==> src/rtl/serdes_tx_scheduler.sv <==
// serdes_tx_scheduler: per-slot word scheduler for a serializer, sync words after reset then round-robin A/B data or idle
module serdes_tx_scheduler #(
    parameter logic [7:0]  SYNC_PATTERN = 8'hBC,
    parameter logic [7:0]  IDLE_PATTERN = 8'h00,
    parameter int unsigned SYNC_WORDS   = 4
) (
    input  logic        clk,
    input  logic        nreset,
    input  logic        en,
    input  logic [7:0]  a_data,
    input  logic        a_valid,
    output logic        a_ready,
    input  logic [7:0]  b_data,
    input  logic        b_valid,
    output logic        b_ready,
    output logic [7:0]  ser_data,
    output logic        ser_load,
    output logic        ser_is_data,
    output logic        ser_src,
    output logic        sync_done,
    output logic [15:0] tx_count
);
    localparam logic [0:0] SYNC = 1'b0;
    localparam logic [0:0] RUN  = 1'b1;
    logic [0:0] state;
    logic [2:0] bit_cnt;
    logic [3:0] sync_cnt;
    logic       last_b;
    logic       dec;
    logic       sync_last;
    logic       grant;
    logic       pick_b;
    always_comb begin
        dec       = bit_cnt == 3'd7;
        sync_last = sync_cnt == 4'(SYNC_WORDS);
        grant     = dec && state == RUN && en && (a_valid || b_valid);
        pick_b    = b_valid && (!a_valid || !last_b);
        a_ready   = grant && !pick_b;
        b_ready   = grant && pick_b;
    end
    assign sync_done = state == RUN;
    always_ff @(posedge clk or negedge nreset) begin
        if (!nreset) begin
            state       <= SYNC;
            bit_cnt     <= 3'd7;
            sync_cnt    <= 4'd0;
            last_b      <= 1'b1;
            ser_data    <= 8'h00;
            ser_load    <= 1'b0;
            ser_is_data <= 1'b0;
            ser_src     <= 1'b0;
            tx_count    <= 16'd0;
        end else begin
            bit_cnt  <= bit_cnt + 3'd1;
            ser_load <= dec;
            if (dec) begin
                ser_is_data <= grant;
                ser_src     <= b_ready;
                ser_data    <= grant ? (pick_b ? b_data : a_data) :
                               (state == SYNC && !sync_last) ? SYNC_PATTERN : IDLE_PATTERN;
                if (state == SYNC && !sync_last)
                    sync_cnt <= sync_cnt + 4'd1;
                if (state == SYNC && sync_last)
                    state <= RUN;
                if (grant) begin
                    tx_count <= tx_count + 16'd1;
                    last_b   <= pick_b;
                end
            end
        end
    end
endmodule

==> config.mk <==
export PLATFORM = sky130hd
export DESIGN_NAME = serdes_tx_scheduler
export DESIGN_NICKNAME = d
export VERILOG_FILES = /design/src/rtl/serdes_tx_scheduler.sv
export SDC_FILE = /design/constraint.sdc
export NUM_CORES = 1
export LEC_CHECK = 0
export ABC_AREA = 1
export BUFFER_PORTS_ARGS = -buffer_cell sky130_fd_sc_hd__buf_2
export CORE_MARGIN = 4
export CORE_UTILIZATION = 46
export CTS_CLUSTER_SIZE = 8
export DETAILED_ROUTE_END_ITERATION = 10
export GPL_TIMING_DRIVEN = 0
export PLACE_DENSITY = 0.76
export SLEW_MARGIN = 20
export SYNTH_ARGS = -nofsm -noshare
export SYNTH_HDL_FRONTEND = slang
export SYNTH_SLANG_ARGS = --single-unit
==> constraint.sdc <==
create_clock -name clk -period 1.7 [get_ports clk]
set_input_delay 0.085 -clock clk [delete_from_list [all_inputs] [get_ports clk]]
set_output_delay 0.085 -clock clk [all_outputs]
set_load 0.005 [all_outputs]
# Word level (Yosys, flattened, before mapping)
# Index checks and enable logic that the tools add are counted.
# word_totals
input_bits	21
elab_cells	35
out_inout_bits	30
reg_bits	36
# op_classes
addsub	3
mux	3
bitwise_logic	1
n_reduce_logical	17
eq_ne	2
# op_table
operator	count
8-bit two-way mux	3
16-bit by 1-bit adder with 16-bit output (second input constant)	1
1-bit logical AND	8
2-bit AND reduction	3
4-bit by 1-bit adder with 4-bit output (second input constant)	1
4-bit by 3-bit equality test with 1-bit output (second input constant)	1
1-bit zero test	4
3-bit by 1-bit adder with 3-bit output (second input constant)	1
3-bit equality test (second input constant)	1
1-bit logical OR	2
1-bit inverter	1

# Logic depth before layout (Yosys ltp)
# Gate-level depths: netlist of the first run.
# logic_depth
ltp_word	5
depth_mapped	11
ltp_nobuf	10

# Worst setup path after synthesis of the first run
# OpenSTA, ideal clock, no wires.
# synth_timing
kind	register to register
from	reg bit_cnt[0]
to	reg tx_count[14]
path_stages_with_launch	10
t_required_ns	1.583
path_slack_ns	0.041
setup_time_ns	0.117
path_buffers	2
arrival_time_ns	1.542
period_less_slack_ns	1.659
cell_sequence	dfstp_2 > ha_1 > ha_1 > buf_6 > nand3_2 > nor2_4 > buf_8 > nand4_1 > nand2_1 > nand2_1
# synth_via
elab_chain_len	5
# synth_lines
item	line_no	text
start, declared	26	logic [2:0] bit_cnt;
start signal, assigned	54	bit_cnt <= bit_cnt + 3'd1;
3-bit equality test (*)	34	dec = bit_cnt == 3'd7;
via dec	29	logic dec;
1-bit logical AND (3 in a row)	36	grant = dec && state == RUN && en && (a_valid || b_valid);
2-bit AND reduction (no source line) (*)	-	
end signal, assigned	66	tx_count <= tx_count + 16'd1;
end, declared	21	output logic [15:0] tx_count
# Mark *: on every way through the listed nets, which the timed path passes. The rest lies on a longest branch.
# A chain may end at the register's enable or synchronous reset.

# Worst setup path after layout of the first run
# layout_timing
from	reg bit_cnt[0]
to	reg tx_count[3]
# Same word-level chain as after synthesis.

==> flow_metrics.py, run 1 <==
metrics = {
    "placement": {
        "gp_congestion": 0.7707,
        "place_inst": 295,
        "port_buffers": 50,
        "dp_hpwl_um": 2692,
        "dp_slack_ps": -150.3,
    },
    "global_route": {
        "antenna_found_initial": 0,
        "grt_pass1_wl_um": 6410,
        "grt_pass1_vias": 1501,
        "grt_max_degree": 37,
        "track_usage": 0.1614,
        "gr-total-overflow": 0,
    },
    "clocking": {
        "clock_sinks": 36,
        "clock_latency_ps": 290,
        "h-tree-depth": 2,
        "clkTransAtPathRegs_ps": 70,
        "ctsRootBufferMaster": "clkbuf_8",
        "clockBufferDepth": 2,
        "tritoncts": "built",
        "cts_made_buffers": 5,
    },
    "finish": {
        "diodes": 0,
        "final_layout_size_suffix_gt1_frac": 0.4118,
        "multi_input_area_um2": 888.4,
        "fin_cells": 320,
        "fin_util": 0.6644,
        "nFillCells": 308,
        "nets": 297,
        "regArea_um2": 905.9,
        "synthToLayoutAreaGrowth_pct": 37.29,
    },
    "drt": {
        "dr.pass1.iters": 4,
        "drt_iter0_drc": 112,
        "drt-total-wl_um": 3743,
        "vias_per_cell": 4.766,
        "num_vias": 1525,
        "wl_per_cell_um": 11.70,
        "drc": 0,
        "drtAntennaViolNets": 0,
    },
    "power": {
        "p_leak_nw": 1.298,
        "p_per_area_nw_per_um2": 642.4,
        "total_power_mw": 1.598,
        "ir_drop_mv": 0.5699,
    },
    "sta": {
        "min_period_ps": 1750,
        "setup_viol": 10,
        "fmax_ghz": 0.5714,
        "min_period_over_period": 1.029,
        "slew_headroom": 0.4808,
        "holdWs_ps": 10.98,
        "rsz0062_at_grt": "yes",
        "hold_viol": 0,
        "drv_slew": 0,
        "worst_slack_ps": -50.11,
        "worst_pin_slew_ps": 778.8,
        "finClkSkew_ps": 7.161,
    },
    "die": {
        "start_util": 0.4840,
        "die_w_um": 70.76,
        "num_rows": 22,
        "die_area_um2": 5006,
        "fp.dieH_um": 70.76,
        "core_area_um2": 3744,
        "ioPinCount": 51,
    },
    "setup_path": {
        "reg2reg_from": "bit_cnt[0]$_DFF_PN1_",
        "criticalPathCategory": "reg -> reg",
        "crit_path_start_kind": "flip-flop",
        "cp.arrival_ps": 1920,
        "end_kind": "flip-flop",
        "critical_path.endpoint": "tx_count[3]$_DFFE_PN0P_",
        "reg2reg_to": "tx_count[3]$_DFFE_PN0P_",
        "r2r_cells": 9,
        "reg2reg_slack_ps": -50,
        "crit_start": "bit_cnt[0]$_DFF_PN1_",
        "required_ps": 1870,
        "cp_max_fo": 5,
    },
    "synth": {
        "syn_nets": 223,
        "syn_avg_cell_area_um2": 9.197,
        "netlist_area_um2": 1812,
        "synth_top_cell_by_area": "dfrtp_1",
        "synth-adder-area-share": 0.03453,
        "synth_warnings": 0,
        "ys_top_cells_by_area": "dfrtp_1 44%, nand2_1 11%, dfstp_2 5.8%",
        "synth_mux_area_frac": 0,
        "synth.distinct_cells": 28,
        "synth-compound-area-share": 0.08494,
        "synthCells": 197,
        "ys_ff_latch": 36,
        "synth_xor_area_frac": 0.06285,
        "synth_top_family_by_area": "simple AND/OR/NAND/NOR gates",
        "synth.top_cell.area_share": 0.4420,
        "synth-simple-area-share": 0.2445,
        "ys_seq_area_frac": 0.5000,
    },
    "worst_hold_path": {
        "hold_path.class": "in -> reg",
    },
    "job": {
        "maxCapViolCount": 0,
    },
    "outcome": {
        "failed_checks": "setup timing",
        "status": "finished with violations",
    },
}
## per-layer routing
layer  up-vias  track usage  share of wire  wire length (µm)
met2        30       0.2688           0.50              1883
met3         7      0.05682          0.058               217
met4         0      0.05637          0.015                57
met5         -            0              0                 0
li1        766            -              -                 -
met1       722       0.1935           0.42              1584
## where the power goes
group          switching, mW  total [mW]  internal, mW
clock                  0.295       0.583         0.287
sequential            0.0148       0.896         0.881
combinational         0.0660       0.120        0.0538
total                  0.376        1.60          1.22
## placed cells by master, fill, tap and decap left out, types with 4 or more instances in the layout
cell / synthesis / routed
a21oi_1: 6 / 4
buf_2: 1 / 50
buf_4: 0 / 11
clkbuf_8: 0 / 5
dfrtp_1: 32 / 32
dfstp_2: 4 / 4
dlygate4sd3_1: 0 / 4
inv_1: 27 / 26
nand2_1: 53 / 49
nand2_2: 4 / 6
nor2_1: 15 / 14
nor2_4: 3 / 5
o211ai_2: 5 / 5
xnor2_1: 7 / 6
xor2_1: 6 / 6
## worst min path at each step
stage | endpoint | slack (ps) | from | cells after the start
after global routing | ser_data[0]$_DFFE_PN0N_ | 10 | b_data[0] | 3
after CTS | ser_data[6]$_DFFE_PN0N_ | 8 | b_data[6] | 3
final | ser_data[6]$_DFFE_PN0N_ | 10 | b_data[6] | 3
after global placement | tx_count[2]$_DFFE_PN0P_ | 210 | nreset | 1
after floorplan | ser_data[0]$_DFFE_PN0N_ | -210 | nreset | 0
after detailed placement | tx_count[4]$_DFFE_PN0P_ | 210 | nreset | 1
## timing repair
action	CTS	global route
hold endpoints to repair	35	0
pin swaps	15	15
hold buffers	4	0
gates resized for setup	15	12
setup endpoints to repair	20	27
setup buffers	11	3
## synthesized netlist by cell type
cell type / n
nand2_1: 53
dfrtp_1: 32
inv_1: 27
nor2_1: 15
xnor2_1: 7
a21oi_1: 6
xor2_1: 6
ha_1: 5
o211ai_2: 5
dfstp_2: 4
nand2_2: 4
nand3_1: 4
nor2_2: 4
a22oi_1: 3
nand4_1: 3
nor2_4: 3
nor3_1: 3
o21ai_0: 2
o21ai_1: 2
a31oi_1: 1
a31oi_2: 1
buf_2: 1
buf_6: 1
buf_8: 1
nand2_4: 1
nand3_2: 1
nand4_2: 1
nor3_4: 1
## registers in the layout, indices dropped and copies added (netlist names)
name / count
ser_is_data: 1
tx_count: 16
ser_load: 1
last_b: 1
ser_src: 1
sync_cnt: 4
bit_cnt: 3
sync_done: 1
ser_data: 8
## through the flow
stage / TNS (ps) / instance area [µm²]
2_1_floorplan: 0 / 1812
4_1_cts: -1150 / 2429
6_report: -245.9 / 2487
3_3_place_gp: -500.4 / 2122
3_5_place_dp: -993.6 / 2122
5_1_grt: -1617 / 2487
## worst max-delay path, cell delays in order, from the launching register on
cell and delay [ps]:
dfstp_2 560, ha_4 140, ha_4 160, buf_6 100, nand3_4 70, nor2_4 180, buf_12 140, buf_4 100
nand2_2 40, xnor2_1 130
## area by class of cell
| class | count | share of cell area |
|---|---|---|
| well taps | 48 | 0.02414 |
| clock inverters | 1 | 0.002012 |
| clock buffers | 7 | 0.03068 |
| multi-input cells | 131 | 0.3571 |
| plain buffers | 2 | 0.008048 |
| repair buffers | 68 | 0.1730 |
| flip-flops and latches | 36 | 0.3642 |
| inverters | 27 | 0.04074 |
## kinds of logic after synthesis
group	count (synthesis)
buffers and inverters	30
xor gates and xnor gates	13
AOI/OAI and AO/OA	20
DFF	36
adders and majority gates	5
and+or+nand+nor	93
Note: power is estimated with default switching activity, not from simulation.
==> run 2, diff against run 1 <==
- CORE_MARGIN: 4 -> 3
- CORE_UTILIZATION: 46 -> 55
- PLACE_DENSITY: 0.76 -> 0.85
- clock period: 1.7 -> 2.1 ns (I/O delays scaled with it)
==> run 2 against run 1 <==
  * The flow now finishes without violations
  * Clock power decreased by 30%
  * Die area decreased by 20%
  * Worst setup slack better by 180 ps
  * Design area decreased by 8.7%
  * Critical path depth fell by 1
  * Via count fell by 1.4%
==> flow_metrics.py, run 2 (synthesis results as in run 1) <==
metrics = {
    "setup_path": {
        "cp.depth": 8,
        "reg2reg_from": "bit_cnt[0]$_DFF_PN1_",
        "crit_path_start_kind": "flip-flop",
        "worst_path_max_delay_cell": "dfstp_2",
        "r2r_cells": 9,
        "end_kind": "output pin",
        "crit_start": "bit_cnt[0]$_DFF_PN1_",
        "critical_path.max_stage_delay_ps": 540,
        "path_delay_family": "flip-flops",
        "cp_max_fo": 9,
        "crit_buf_inv": 2,
        "criticalPathCategory": "reg -> out",
        "path_cells": "ha_1 > ha_2 > buf_6 > nand2_2 > nor2_4 > nand2_4 > nor2_4 > buf_2",
        "cp.arrival_ps": 1870,
        "cpMostUsedCell": "nor2_4",
        "required_ps": 2000,
    },
    "sta": {
        "finClkSkew_ps": 16.71,
        "worst_pin_slew_ps": 765.6,
        "min_period_over_period": 0.9396,
        "drv_slew": 0,
        "fmax_ghz": 0.5068,
        "tns_ps": 0,
        "setup_viol": 0,
        "min_period_ps": 1973,
        "slew_headroom": 0.4896,
        "hold_viol": 0,
    },
    "global_route": {
        "grt_max_degree": 37,
        "grt_pass1_vias": 1514,
        "grt_pass1_wl_um": 6292,
        "antenna_found_initial": 0,
        "track_usage": 0.2017,
        "gr-total-overflow": 0,
    },
    "drt": {
        "drc": 0,
        "dr.pass1.iters": 4,
        "wl_per_cell_um": 11.58,
        "num_vias": 1503,
        "drt-total-wl_um": 3556,
        "drtAntennaViolNets": 0,
        "drt_iter0_drc": 46,
        "vias_per_cell": 4.896,
    },
    "clocking": {
        "cts_made_buffers": 5,
        "clkTransAtPathRegs_ps": 100,
        "clock_sinks": 36,
        "ctsRootBufferMaster": "clkbuf_4",
        "h-tree-depth": 2,
        "clockBufferDepth": 2,
        "clock_latency_ps": 340,
        "tritoncts": "built",
    },
    "finish": {
        "nets": 288,
        "largestRegisters": "tx_count x16, ser_data x8, sync_cnt x4",
        "fin_cells": 307,
        "final_layout_size_suffix_gt1_frac": 0.3346,
        "nFillCells": 233,
        "fin_util": 0.7319,
        "final_common_cell": "nand2_1",
        "top_register": "tx_count",
        "largest_register_ffs": 16,
        "layout_common_cells": "53 x nand2_1, 51 x buf_2, 32 x dfrtp_1, 26 x inv_1, 15 x nor2_1",
        "synthToLayoutAreaGrowth_pct": 25.35,
        "diodes": 0,
    },
    "die": {
        "fp.dieH_um": 63.40,
        "num_rows": 20,
        "ioPinCount": 51,
        "core_area_um2": 3103,
        "start_util": 0.5839,
        "die_w_um": 63.40,
        "die_area_um2": 4019,
    },
    "power": {
        "p_per_area_nw_per_um2": 543.2,
        "p_leak_nw": 1.197,
        "total_power_mw": 1.234,
        "ir_drop_mv": 0.3677,
    },
    "placement": {
        "port_buffers": 50,
        "gp_congestion": 0.8221,
        "dp_hpwl_um": 2719,
        "place_inst": 291,
    },
    "worst_hold_path": {
        "worstHoldStart": "b_data[7]",
        "hold_path.class": "in -> reg",
        "holdPathStages": 3,
    },
    "job": {
        "maxCapViolCount": 0,
    },
    "outcome": {
        "status": "finished, final reports clean",
    },
}
run 2: final timing paths:
check	end	slack (ps)
setup / recovery	a_ready	130
hold / removal	ser_data[7]$_DFFE_PN0N_	80
setup reg to reg	tx_count[14]$_DFFE_PN0P_	290
hold reg to reg	bit_cnt[0]$_DFF_PN1_	450
max in group asynchronous	tx_count[13]$_DFFE_PN0P_	1240
min in group asynchronous	tx_count[3]$_DFFE_PN0P_	360
run 2: tightest hold or removal path, cell delays in order:
cell and delay, ps:
buf_2 80, o211ai_2 80, a21oi_1 120
run 2: final cells by class:
cell class,instances,area (µm²),area share
inverter,27,101.3,0.04463
sequential,36,905.9,0.3989
clock buffer,8,68.82,0.03030
buffer,3,31.28,0.01377
multi-input combinational,131,780.7,0.3438
timing repair buffer,58,327.8,0.1444
tap,44,55.05,0.02424
run 2: repair_timing:
action                     in CTS  in global routing
hold buffers                    7                  0
hold endpoints to repair       35                  0
setup endpoints to repair       0                  2
buffers inserted                0                  1
gates resized for setup         0                  3
run 2: per-stage QoR:
| stage | setup WS, ps | area (µm²) | hold WS (ps) |
|---|---|---|---|
| 4_1_cts | 66.41 | 2256 | 83.88 |
| 6_report | 126.9 | 2271 | 82.66 |
| 3_3_place_gp | 316.6 | 2117 | 221.3 |
| 3_5_place_dp | 298.9 | 2117 | 217.6 |
| 5_1_grt | -8.106 | 2271 | 76.91 |
| 2_1_floorplan | 440.9 | 1812 | -190.6 |
run 2: where the power goes:
part / leakage, nW / internal [mW] / switching [mW]
clock network: 0.0386 / 0.197 / 0.214
logic: 0.701 / 0.0463 / 0.0529
registers: 0.457 / 0.712 / 0.0116
total: 1.20 / 0.956 / 0.278
run 2: metal layers:
layer / GRT usage / share of wire / vias to the layer above / wire [µm]
met5: 0 / 0 / - / 0
li1: - / - / 750 / -
met3: 0.06061 / 0.055 / 8 / 195
met2: 0.3494 / 0.50 / 41 / 1786
met1: 0.2227 / 0.42 / 704 / 1495
met4: 0.09973 / 0.022 / 0 / 80
==> run 3, diff against run 2 <==
- CORE_UTILIZATION: 55 -> 58
- CTS_BUF_LIST: not set -> sky130_fd_sc_hd__clkbuf_8
- PLACE_DENSITY: 0.85 -> 0.89
==> run 3 against run 2 <==
  * Utilization increased by 4.0 points
  * Largest power group unchanged
  * Critical path depth unchanged
  * Total power increased by 6.0%
  * Sequential share of layout area increased by 0.92 points
  * Combinational power decreased by 8.1%
  * Largest cell class unchanged
==> flow_metrics.py, run 3 (synthesis results as in run 1) <==
metrics = {
    "finish": {
        "largestRegisters": "tx_count x16, ser_data x8, sync_cnt x4",
        "layout_common_cells": "53 x nand2_1, 51 x buf_2, 32 x dfrtp_1, 28 x inv_1, 15 x nor2_1",
        "finalInstanceArea_um2": 2220,
        "nFillCells": 218,
        "top_register": "tx_count",
        "fin_util": 0.7716,
        "final_common_cell": "nand2_1",
        "largest_register_ffs": 16,
        "regArea_um2": 905.9,
        "diodes": 0,
        "multi_input_area_um2": 778.2,
        "final_layout_size_suffix_gt1_frac": 0.3320,
        "nets": 281,
        "synthToLayoutAreaGrowth_pct": 22.51,
    },
    "drt": {
        "drt_iter0_drc": 52,
        "wl_per_cell_um": 11.66,
        "vias_per_cell": 4.936,
        "num_vias": 1471,
        "drt-total-wl_um": 3476,
        "drc": 0,
        "drtAntennaViolNets": 0,
        "dr.pass1.iters": 4,
    },
    "clocking": {
        "post_cts_buffers": 0,
        "cts_made_buffers": 5,
        "clock_sinks": 36,
        "clockBufferDepth": 2,
        "clock_latency_ps": 290,
        "ctsRootBufferMaster": "clkbuf_8",
        "clkTransAtPathRegs_ps": 70,
        "tritoncts": "built",
        "h-tree-depth": 2,
    },
    "global_route": {
        "grt_max_degree": 37,
        "grt_pass1_wl_um": 5561,
        "met1_usage": 0.2606,
        "gr-usage-met3": 0.07851,
        "use_met2": 0.3154,
        "antenna_found_initial": 0,
        "gr-total-overflow": 0,
        "track_usage": 0.2049,
        "grt.busiest_layer": "met2",
        "grt_pass1_vias": 1284,
    },
    "setup_path": {
        "reg2reg_from": "bit_cnt[0]$_DFF_PN1_",
        "crit_start": "bit_cnt[0]$_DFF_PN1_",
        "reg2reg_slack_ps": 240,
        "crit_path_start_kind": "flip-flop",
        "critical_path.endpoint": "a_ready",
        "r2r_cells": 9,
        "required_ps": 2000,
        "reg2reg_to": "tx_count[14]$_DFFE_PN0P_",
        "cp_max_fo": 9,
        "criticalPathCategory": "reg -> out",
        "end_kind": "output pin",
        "cp.arrival_ps": 1860,
    },
    "sta": {
        "rsz0062_at_grt": "no",
        "slew_headroom": 0.4912,
        "worst_pin_slew_ps": 763.2,
        "drv_slew": 0,
        "tns_ps": 0,
        "hold_viol": 0,
        "setup_viol": 0,
        "fmax_ghz": 0.5083,
        "min_period_ps": 1968,
        "min_period_over_period": 0.9369,
        "finClkSkew_ps": 6.824,
    },
    "power": {
        "p_leak_nw": 1.185,
        "ir_drop_mv": 0.5478,
        "p_per_area_nw_per_um2": 589.0,
    },
    "placement": {
        "dp_hpwl_um": 2608,
        "gp_congestion": 0.8006,
        "placedInstanceArea_um2": 2115,
        "port_buffers": 50,
    },
    "job": {
        "maxCapViolCount": 0,
    },
    "worst_hold_path": {
        "hold_path.class": "in -> reg",
    },
    "die": {
        "die_area_um2": 3830,
        "ioPinCount": 51,
        "core_area_um2": 2877,
        "die_w_um": 61.89,
        "start_util": 0.6298,
        "fp.dieH_um": 61.89,
        "num_rows": 19,
    },
    "outcome": {
        "status": "finished, final reports clean",
    },
}
[run 3: cell types whose count changed in the layout (fill, tap and decap cells not counted), sizes merged]
cell and delta:
inv +2, clkbuf -2, dlygate4sd3 -6, buf -1
[run 3: worst min path at each step]
| stage | start | to | cells after the start |
|---|---|---|---|
| 6_report | a_data[1] | ser_data[1]$_DFFE_PN0N_ | 3 |
| 5_1_grt | a_data[1] | ser_data[1]$_DFFE_PN0N_ | 3 |
| 4_1_cts | a_data[1] | ser_data[1]$_DFFE_PN0N_ | 3 |
| 3_5_place_dp | nreset | sync_cnt[0]$_DFFE_PN0P_ | 1 |
| 3_3_place_gp | nreset | sync_cnt[0]$_DFFE_PN0P_ | 1 |
| 2_1_floorplan | nreset | ser_data[0]$_DFFE_PN0N_ | 0 |
[run 3: cell type report]
type | instances | share of cell area
timing repair buffer | 51 | 0.1172
clock buffer | 6 | 0.03720
buffer | 3 | 0.01409
multi-input combinational | 131 | 0.3506
sequential | 36 | 0.4081
inverter | 27 | 0.04566
clock inverter | 2 | 0.003382
tap | 42 | 0.02368
[run 3: critical path, stage by stage, from the launching register on]
cell and delay (ps):
dfstp_2 530, ha_1 160, ha_1 190, buf_6 150, nand2_2 70, nor2_4 110
nand2_4 90, nor2_4 130, buf_2 130
[run 3: routing by layer]
metal	vias up	wire length [µm]
met1	688	1565
met4	0	43
li1	736	-
met2	42	1640
met3	5	226
met5	-	0
[run 3: repair_timing]
item                                    in CTS  in global routing
hold endpoints to repair                    32                  0
endpoints found under the setup margin       0                  2
hold buffers                                 1                  0
resized for setup                            0                  2
[run 3: report_power, final]
part	internal, mW	switching (mW)
registers	0.713	0.0118
clock network	0.257	0.234
logic	0.0392	0.0519
[run 3: metrics by stage]
| step | total power, mW | setup WS, ps | instances | hold WS, ps |
|---|---|---|---|---|
| after detailed placement | 0.8282 | 272.5 | 289 | 220.6 |
| after global routing | 1.373 | 26.18 | 298 | 18.90 |
| after global placement | 0.8247 | 300.9 | 289 | 220.0 |
| final | 1.307 | 132.5 | 298 | 9.872 |
| after floorplan | 0.7720 | 440.9 | 197 | -190.6 |
| after CTS | 1.317 | 81.34 | 298 | 5.213 |
